--- config.mk ---
export PLATFORM = sky130hd
export DESIGN_NAME = ps2_hex_entry
export DESIGN_NICKNAME = d
export VERILOG_FILES = /design/src/rtl/ps2_hex_entry.sv
export SDC_FILE = /design/constraint.sdc
export NUM_CORES = 1
export LEC_CHECK = 0
export CORE_ASPECT_RATIO = 1.75
export CORE_MARGIN = 3
export CORE_UTILIZATION = 52
export DETAILED_ROUTE_END_ITERATION = 10
export PLACE_DENSITY = 0.81
export SYNTH_ARGS = -nofsm -noshare
export SYNTH_HDL_FRONTEND = slang
export SYNTH_SLANG_ARGS = --single-unit
--- constraint.sdc ---
create_clock -name CLK -period 3.39 [get_ports CLK]
set_input_delay 0.5085 -clock CLK [delete_from_list [all_inputs] [get_ports CLK]]
set_output_delay 0.5085 -clock CLK [all_outputs]
set_load 0.02 [all_outputs]
--- src/rtl/ps2_hex_entry.sv ---
// ps2_hex_entry: PS/2 set-2 scan-code decoder feeding a hex entry buffer.
// Decodes make/break/extended prefixes, suppresses typematic repeats, and
// maintains a right-shifting hex digit buffer with Backspace, Escape and
// Enter (commit). Optional build macro KEYPAD_DIGITS_EN adds numeric keypad
// digits and keypad Enter (E0 5A).
module ps2_hex_entry #(
    parameter  int DIGITS = 8,
    localparam int CNT_W  = $clog2(DIGITS + 1),
    localparam int W      = 4 * DIGITS
) (
    input  logic             CLK,
    input  logic             RST,
    input  logic [7:0]       code_in,
    input  logic             code_valid,
    output logic [W-1:0]     entry_out,
    output logic [CNT_W-1:0] digit_count,
    output logic             entry_full,
    output logic [W-1:0]     value_out,
    output logic             value_valid
);

    localparam logic [7:0] CODE_BRK   = 8'hF0;
    localparam logic [7:0] CODE_EXT   = 8'hE0;
    localparam logic [7:0] CODE_BKSP  = 8'h66;
    localparam logic [7:0] CODE_ESC   = 8'h76;
    localparam logic [7:0] CODE_ENTER = 8'h5A;

    typedef enum logic [1:0] {
        IDLE    = 2'd0,
        BRK     = 2'd1,
        EXT     = 2'd2,
        EXT_BRK = 2'd3
    } state_t;

    state_t     state;
    logic [7:0] held_code;

    logic       dig_hit;
    logic [3:0] dig_nib;
    logic       make_evt;
    logic       fresh_make;

    // Full flag tracks the counter directly, so it changes in the same
    // cycle as digit_count.
    assign entry_full = (digit_count == CNT_W'(DIGITS));

    // Map the incoming byte to a hex nibble when it is a digit key.
    always_comb begin
        dig_hit = 1'b1;
        dig_nib = 4'h0;
        case (code_in)
            8'h45: dig_nib = 4'h0;
            8'h16: dig_nib = 4'h1;
            8'h1E: dig_nib = 4'h2;
            8'h26: dig_nib = 4'h3;
            8'h25: dig_nib = 4'h4;
            8'h2E: dig_nib = 4'h5;
            8'h36: dig_nib = 4'h6;
            8'h3D: dig_nib = 4'h7;
            8'h3E: dig_nib = 4'h8;
            8'h46: dig_nib = 4'h9;
            8'h1C: dig_nib = 4'hA;
            8'h32: dig_nib = 4'hB;
            8'h21: dig_nib = 4'hC;
            8'h23: dig_nib = 4'hD;
            8'h24: dig_nib = 4'hE;
            8'h2B: dig_nib = 4'hF;
`ifdef KEYPAD_DIGITS_EN
            8'h70: dig_nib = 4'h0;
            8'h69: dig_nib = 4'h1;
            8'h72: dig_nib = 4'h2;
            8'h7A: dig_nib = 4'h3;
            8'h6B: dig_nib = 4'h4;
            8'h73: dig_nib = 4'h5;
            8'h74: dig_nib = 4'h6;
            8'h6C: dig_nib = 4'h7;
            8'h75: dig_nib = 4'h8;
            8'h7D: dig_nib = 4'h9;
`endif
            default: dig_hit = 1'b0;
        endcase
    end

    // A make event is a non-prefix byte seen in IDLE; keypad Enter (E0 5A)
    // also counts when the keypad option is built in. Repeats of the held
    // key are typematic and get filtered out.
    always_comb begin
        make_evt = code_valid && (state == IDLE) &&
                   (code_in != CODE_BRK) && (code_in != CODE_EXT);
`ifdef KEYPAD_DIGITS_EN
        if (code_valid && (state == EXT) && (code_in == CODE_ENTER))
            make_evt = 1'b1;
`endif
        fresh_make = make_evt && (code_in != held_code);
    end

    // Prefix FSM, held-key tracking and entry buffer, all advanced only on
    // code_valid; value_valid self-clears every cycle.
    always_ff @(posedge CLK or posedge RST) begin
        if (RST) begin
            state       <= IDLE;
            held_code   <= 8'h00;
            entry_out   <= '0;
            digit_count <= '0;
            value_out   <= '0;
            value_valid <= 1'b0;
        end else begin
            value_valid <= 1'b0;
            if (code_valid) begin
                case (state)
                    IDLE: begin
                        if (code_in == CODE_BRK)
                            state <= BRK;
                        else if (code_in == CODE_EXT)
                            state <= EXT;
                    end
                    BRK: begin
                        if (code_in == held_code)
                            held_code <= 8'h00;
                        state <= IDLE;
                    end
                    EXT: begin
                        if (code_in == CODE_BRK)
                            state <= EXT_BRK;
                        else if (code_in != CODE_EXT)
                            state <= IDLE;
                    end
                    default: state <= IDLE;
                endcase

                if (fresh_make) begin
                    held_code <= code_in;
                    if (dig_hit) begin
                        if (!entry_full) begin
                            entry_out   <= {entry_out[W-5:0], dig_nib};
                            digit_count <= digit_count + CNT_W'(1);
                        end
                    end else begin
                        case (code_in)
                            CODE_BKSP: begin
                                if (digit_count != '0) begin
                                    entry_out   <= entry_out >> 4;
                                    digit_count <= digit_count - CNT_W'(1);
                                end
                            end
                            CODE_ESC: begin
                                entry_out   <= '0;
                                digit_count <= '0;
                            end
                            CODE_ENTER: begin
                                if (digit_count != '0) begin
                                    value_out   <= entry_out;
                                    value_valid <= 1'b1;
                                    entry_out   <= '0;
                                    digit_count <= '0;
                                end
                            end
                            default: ;
                        endcase
                    end
                end
            end
        end
    end

endmodule

# Word-level counts from Yosys, hierarchy flattened
# Cells that the tools add are included.
[totals]
reg_bits = 79
out_inout_bits = 70
elab_cells = 81
[op_classes]
add_sub_neg = 2
eq_ne = 33
n_mux = 25
bitwise_logic = 1
n_reduce_logical = 14
[ops]
columns = ["operator", "n"]
rows = [
  ["$mux 32", 4],
  ["$pmux 32 s3", 1],
  ["$eq 8x6->1 const B", 11],
  ["$pmux 4 s15", 1],
  ["$eq 8x7->1 const B", 5],
  ["$eq 8x5->1 const B", 3],
  ["$mux 8", 3],
  ["$eq 8x8->1 const B", 2],
  ["$mux 4", 4],
  ["$ne 8x8->1 const B", 2],
  ["$reduce_or 16->1", 1],
  ["$pmux 4 s3", 1],
  ["$ne 3x3->1 const B", 3],
  ["$eq 8x8->1", 1],
  ["$mux 2", 4],
  ["$ne 8x8->1", 1],
  ["$reduce_bool 4->1", 2],
  ["$mux 1", 6],
  ["$reduce_and 3->1", 2],
  ["$reduce_and 6->1", 1],
  ["$reduce_and 5->1", 1],
  ["$add 4x1->4 const B", 1],
  ["$eq 4x4->1 const B", 1],
  ["$logic_and 1x1->1", 4],
  ["9 further kinds", 10],
]

# Logic depth before layout (Yosys ltp)
[logic_depth]
word_depth = 7
mapped_depth = 10
ltp_nobuf = 9

# Worst setup path before layout
# OpenSTA, ideal clock, no wires.
[synth_timing]
kind = "input to register"
start = "input port code_in[5]"
end = "register digit_count[2]"
arrival_ns = 2.237
t_required_ns = 3.294
path_slack_ns = 1.057
cell_stages = 8
path_cell_list = "buf_2 > buf_2 > mux2_2 > and3_1 > or4_1 > o22a_1 > a21bo_1 > o31ai_1"
[synth_between]
elab_chain_cells = 5
word_cells_on_any_way = 34
classes_between = "25 x eq/ne; 3 x mux; 6 x reduce/logical"
[synth_lines]
columns = ["item", "line", "source"]
rows = [
  ["start, declared", "13", "input logic [7:0] code_in,"],
  ["$eq 8x6->1 (tied with other cells)", "51", "case (code_in)"],
  ["$reduce_or 16->1 (no line) / $logic_and 1x1->1 (equally long branches)", "--", ""],
  ["$mux 1 / $logic_and 1x1->1 (equally long branches)", "51, 89", ""],
  ["$ne 3x3->1 (no line) (tied with other cells)", "--", ""],
  ["$reduce_and 6->1 (no line)", "--", ""],
  ["end signal, assigned", "136", "digit_count <= digit_count + CNT_W'(1);"],
  ["end signal, assigned", "143", "digit_count <= digit_count - CNT_W'(1);"],
  ["end, declared", "16", "output logic [CNT_W-1:0] digit_count,"],
]
# Several ways; a longest one is shown, not always the timed one.
# A chain may end at the register's enable or synchronous reset.

# Worst setup path in the final report
[layout_timing]
start = "input port code_in[6]"
end = "register entry_out[28]"
[layout_between]
elab_chain_cells = 5
word_cells_on_any_way = 34
classes_between = "25 x eq/ne; 3 x mux; 6 x reduce/logical"
[layout_lines]
columns = ["item", "line", "source"]
rows = [
  ["$eq 8x6->1 (tied with other cells)", "51", ""],
  ["$reduce_or 16->1 (no line) / $logic_and 1x1->1 (equally long branches)", "--", ""],
  ["$mux 1 / $logic_and 1x1->1 (equally long branches)", "51, 89", ""],
  ["$ne 3x3->1 (no line) (tied with other cells)", "--", ""],
  ["$reduce_and 6->1 (no line)", "--", ""],
  ["end signal, assigned", "135", "entry_out <= {entry_out[W-5:0], dig_nib};"],
  ["end signal, assigned", "142", "entry_out <= entry_out >> 4;"],
  ["end, declared", "15", "output logic [W-1:0] entry_out,"],
]
# Several ways; a longest one is shown, not always the timed one.

==> summary.md <==
| Metric | Value |
|---|---|
| Final Core Density | `72.5%` |
| Met3 usage | `5.70%` |
| Static Leak | `roughly 0.0024 uW` |
| Die outline area | `0.00883 mm2` |
| Worst slew margin | `56.7%` |
| Max-Cap Viols | `0` |
| Post-synth top flop | `dfrtp_1` |
| Final worst slack | `between 500 and 600 ps` |
| Vias | `~3300` |
| First-pass GRT wire length | `17.7 mm` |
| FILL cells | `between 500 and 600` |
| Chip height | `122 um` |
| CP max FO | `16` |
| Footprint of the multi-input gates | `~0.0018 mm2` |
| Tot Pwr | `4090 uW` |
| Synth cell types | `between 60 and 70` |
| Worst R2R Start | `digit_count[0]` |
| Power per cell area | `just under 800 mW/mm2` |
| Synth Area in XOR/XNOR | `2.19%` |
| Mapped Cells | `376` |
| Worst-path clk slew | `approximately 60 ps` |
| Crit path launch | `code_in[6]` |
| WS Path Type | `in -> reg` |
| Clock sink total | `between 70 and 80` |
| Initial antenna violation count | `0` |
| DRC violations left | `0` |
| Largest cells by area after synthesis | `dfrtp_1 49%, mux2_2 9.6%, nand3_1 3.9%, a31oi_1 3.8%, nand2_1 3.1%` |
| Final period utilization | `between 80 and 90%` |
| Fraction of synthesized area in multiplexers | `between 9 and 10%` |
| CTS H-Tree Depth | `3` |
| Root buffer cell | `clkbuf_16` |
| Routed length per placed instance | `19.6 um` |
| Compound-cell area share of the yosys netlist | `between 10% and 20%` |
| Fin nets | `474` |
| Hpwl dp | `approximately 7.6 mm` |
| Post-route cell area | `0.00532 mm2` |
| Largest net degree at the start of global routing | `55` |
| Total global routing overflow | `0` |
| Post_cts resized | `0` |
| RePlAce Congestion | `slightly below 0.9` |
| Number of synthesized flops with an enable pin | `0` |
| Number of global-route vias before repair | `between 3000 and 4000` |
| Worst-skew pair later-pin latency | `between 300 and 400 ps` |
| Core area | `around 0.0073 mm2` |
| #FFs+latches synth | `approximately 80` |
| CTS max path bufs | `2` |
| Async SR Flop Fraction | `between 90% and 100%` |
| Starting Density | `between 50 and 60%` |
| Final WL | `around 11 mm` |
| CP required | `around 3600 ps` |
| Most used routing layer | `met2` |
| Peak VDD IR | `roughly 0.00081 V` |
| Grt met2 use | `45.7%` |
| GRT Total Usage | `around a quarter` |
| Sequential element share of the synthesized area | `roughly half` |
| Share of the synthesized area in the top cell type | `about 49%` |
| CTS tree | `done` |
| I/O Buffers | `80` |
| Max Slew Vio Count | `0` |
| Setup_tns | `0 ps` |
| Post-DP Area | `0.00495 mm2` |
| Hold path startpoint | `value_out[0]` |
| Proportion of layout cells with a drive suffix above 1 | `about 18%` |
| Post-Syn Nets | `between 300 and 400` |
| P&R area growth vs syn | `32.9%` |
| Setup WS pre-CTS | `~240 ps` |
| Crit. End Element | `flop` |
| Status | `finished, final reports clean` |
| Endpoints failing setup | `0` |
| Leading area contributor after synthesis | `dfrtp_1` |
| Worst clock skew | `between 6 and 7 ps` |
| Yosys warning total | `0` |
| CTS buffer count | `9` |
| R2r worst-path depth | `10` |
| Minimum clock period | `2830 ps` |
| Antenna fix cells | `0` |
| Hold Path Class | `reg -> reg` |
| Data arrival time of the critical path | `3050 ps` |
| DR iter-0 viols | `roughly 180` |
| Seq. cell area | `between 0.0015 and 0.002 mm2` |
| Worst Tran Pin Value | `about 640 ps` |
| F_max | `around 350 MHz` |
| Hold depth | `1` |
| RSZ-0062 raised after global routing | `no` |
| DRT antenna net count | `0` |
| Synth Area in Adders | `less than 1%` |
| CP Launch Type | `input pin` |
| CTS Hold Bufs | `0` |
| Mapped Avg Cell Area | `10.6 um2` |
| Die X | `72.3 um` |
| Via density | `around 6` |
| Combinational family with the most area after synthesis | `simple AND/OR/NAND/NOR gates` |
| Met1 GRT Util | `about 30%` |
| IO Pins | `between 80 and 90` |
| Site Rows | `~40` |
| Hold Fails Final Rpt | `0` |
| Mapped Area | `about 0.0040 mm2` |
| Post-CTS Setup Bufs | `0` |
| Simple logic cell fraction of the synthesized area | `between 15 and 20%` |
| TritonRoute pass-1 iters | `4` |
[layout make-up]
| class | instances | share of cell area (%) |
|---|---|---|
| inverter | 10 | 0.706 |
| clock inverter | 7 | 2.71 |
| multi-input combinational | 260 | 34.3 |
| timing repair buffer | 100 | 18.8 |
| clock buffer | 9 | 4.24 |
| tap | 86 | 2.02 |
| sequential | 79 | 37.2 |
[path summary, 6_finish.rpt]
kind | slack, ps | to
setup reg to reg | 1100 | digit_count[0]
max in group asynchronous | 2130 | entry_out[20]
setup / recovery | 560 | entry_out[28]
min in group asynchronous | 580 | held_code[6]
hold reg to reg | 510 | value_out[0]
hold / removal | 510 | value_out[0]
[routing by layer]
layer / routed length, um / share of wire (%)
met5: 0 / 0
met2: 5970 / 55
met4: 361 / 3.3
met1: 4070 / 38
met3: 417 / 3.9
[cell usage after synthesis (3+ instances only)]
cell type and instances:
o21ai_0 4, nand2_1 33, nand4_1 5, inv_1 10, clkbuf_1 3, buf_4 5, buf_6 3, nand3_1 31
mux2_2 34, a22o_1 13, buf_2 16, xnor2_1 8, nor3_1 3, nor2b_1 5, and3_1 3, a21oi_1 12
dfrtp_1 79, nor2_1 33, a31oi_1 24, ha_1 3
[layout by cell type, fill, tap and decap left out, types with 12 or more instances in the layout]
master / netlist / layout
dfrtp_1: 79 / 79
a21oi_1: 12 / 12
clkdlybuf4s50_1: 0 / 80
nand3_1: 31 / 31
nor2_1: 33 / 33
buf_4: 5 / 16
a31oi_1: 24 / 24
nand2_1: 33 / 33
mux2_2: 34 / 34
a22o_1: 13 / 13
[cell families (layout without fill, tap and decap cells)]
kind of cell,count (synthesis),in the layout
AOI/OAI and AO/OA,77,77
xor gates and xnor gates,10,10
adders and majority gates,3,3
buffers and inverters,37,126
DFF,79,79
muxes,35,35
and+or+nand+nor,135,135
[flip-flops by register name, indices dropped and copies added (netlist names)]
register and count:
digit_count 4, state 2, entry_out 32, value_out 32
held_code 8, value_valid 1
[metrics by stage]
stage	hold slack, ps	std cells
after floorplan	483	376
after global placement	490	535
after detailed placement	499	535
after CTS	509	551
after global routing	523	551
final	509	551
[worst max-delay path: stages]
cell and delay, ps:
clkdlybuf4s50_1 630, nor3b_2 360, nand2_1 160, o41ai_4 450
nor3_4 110, buf_4 230, o21ai_0 170, nand2_1 160
a22o_1 270
[power by group]
group	total, uW	internal (uW)	switching [uW]
clock	1190	796	391
combinational	1370	662	712
sequential	1530	1180	350
total	4090	2640	1450
(Power assumes the default switching activity.)
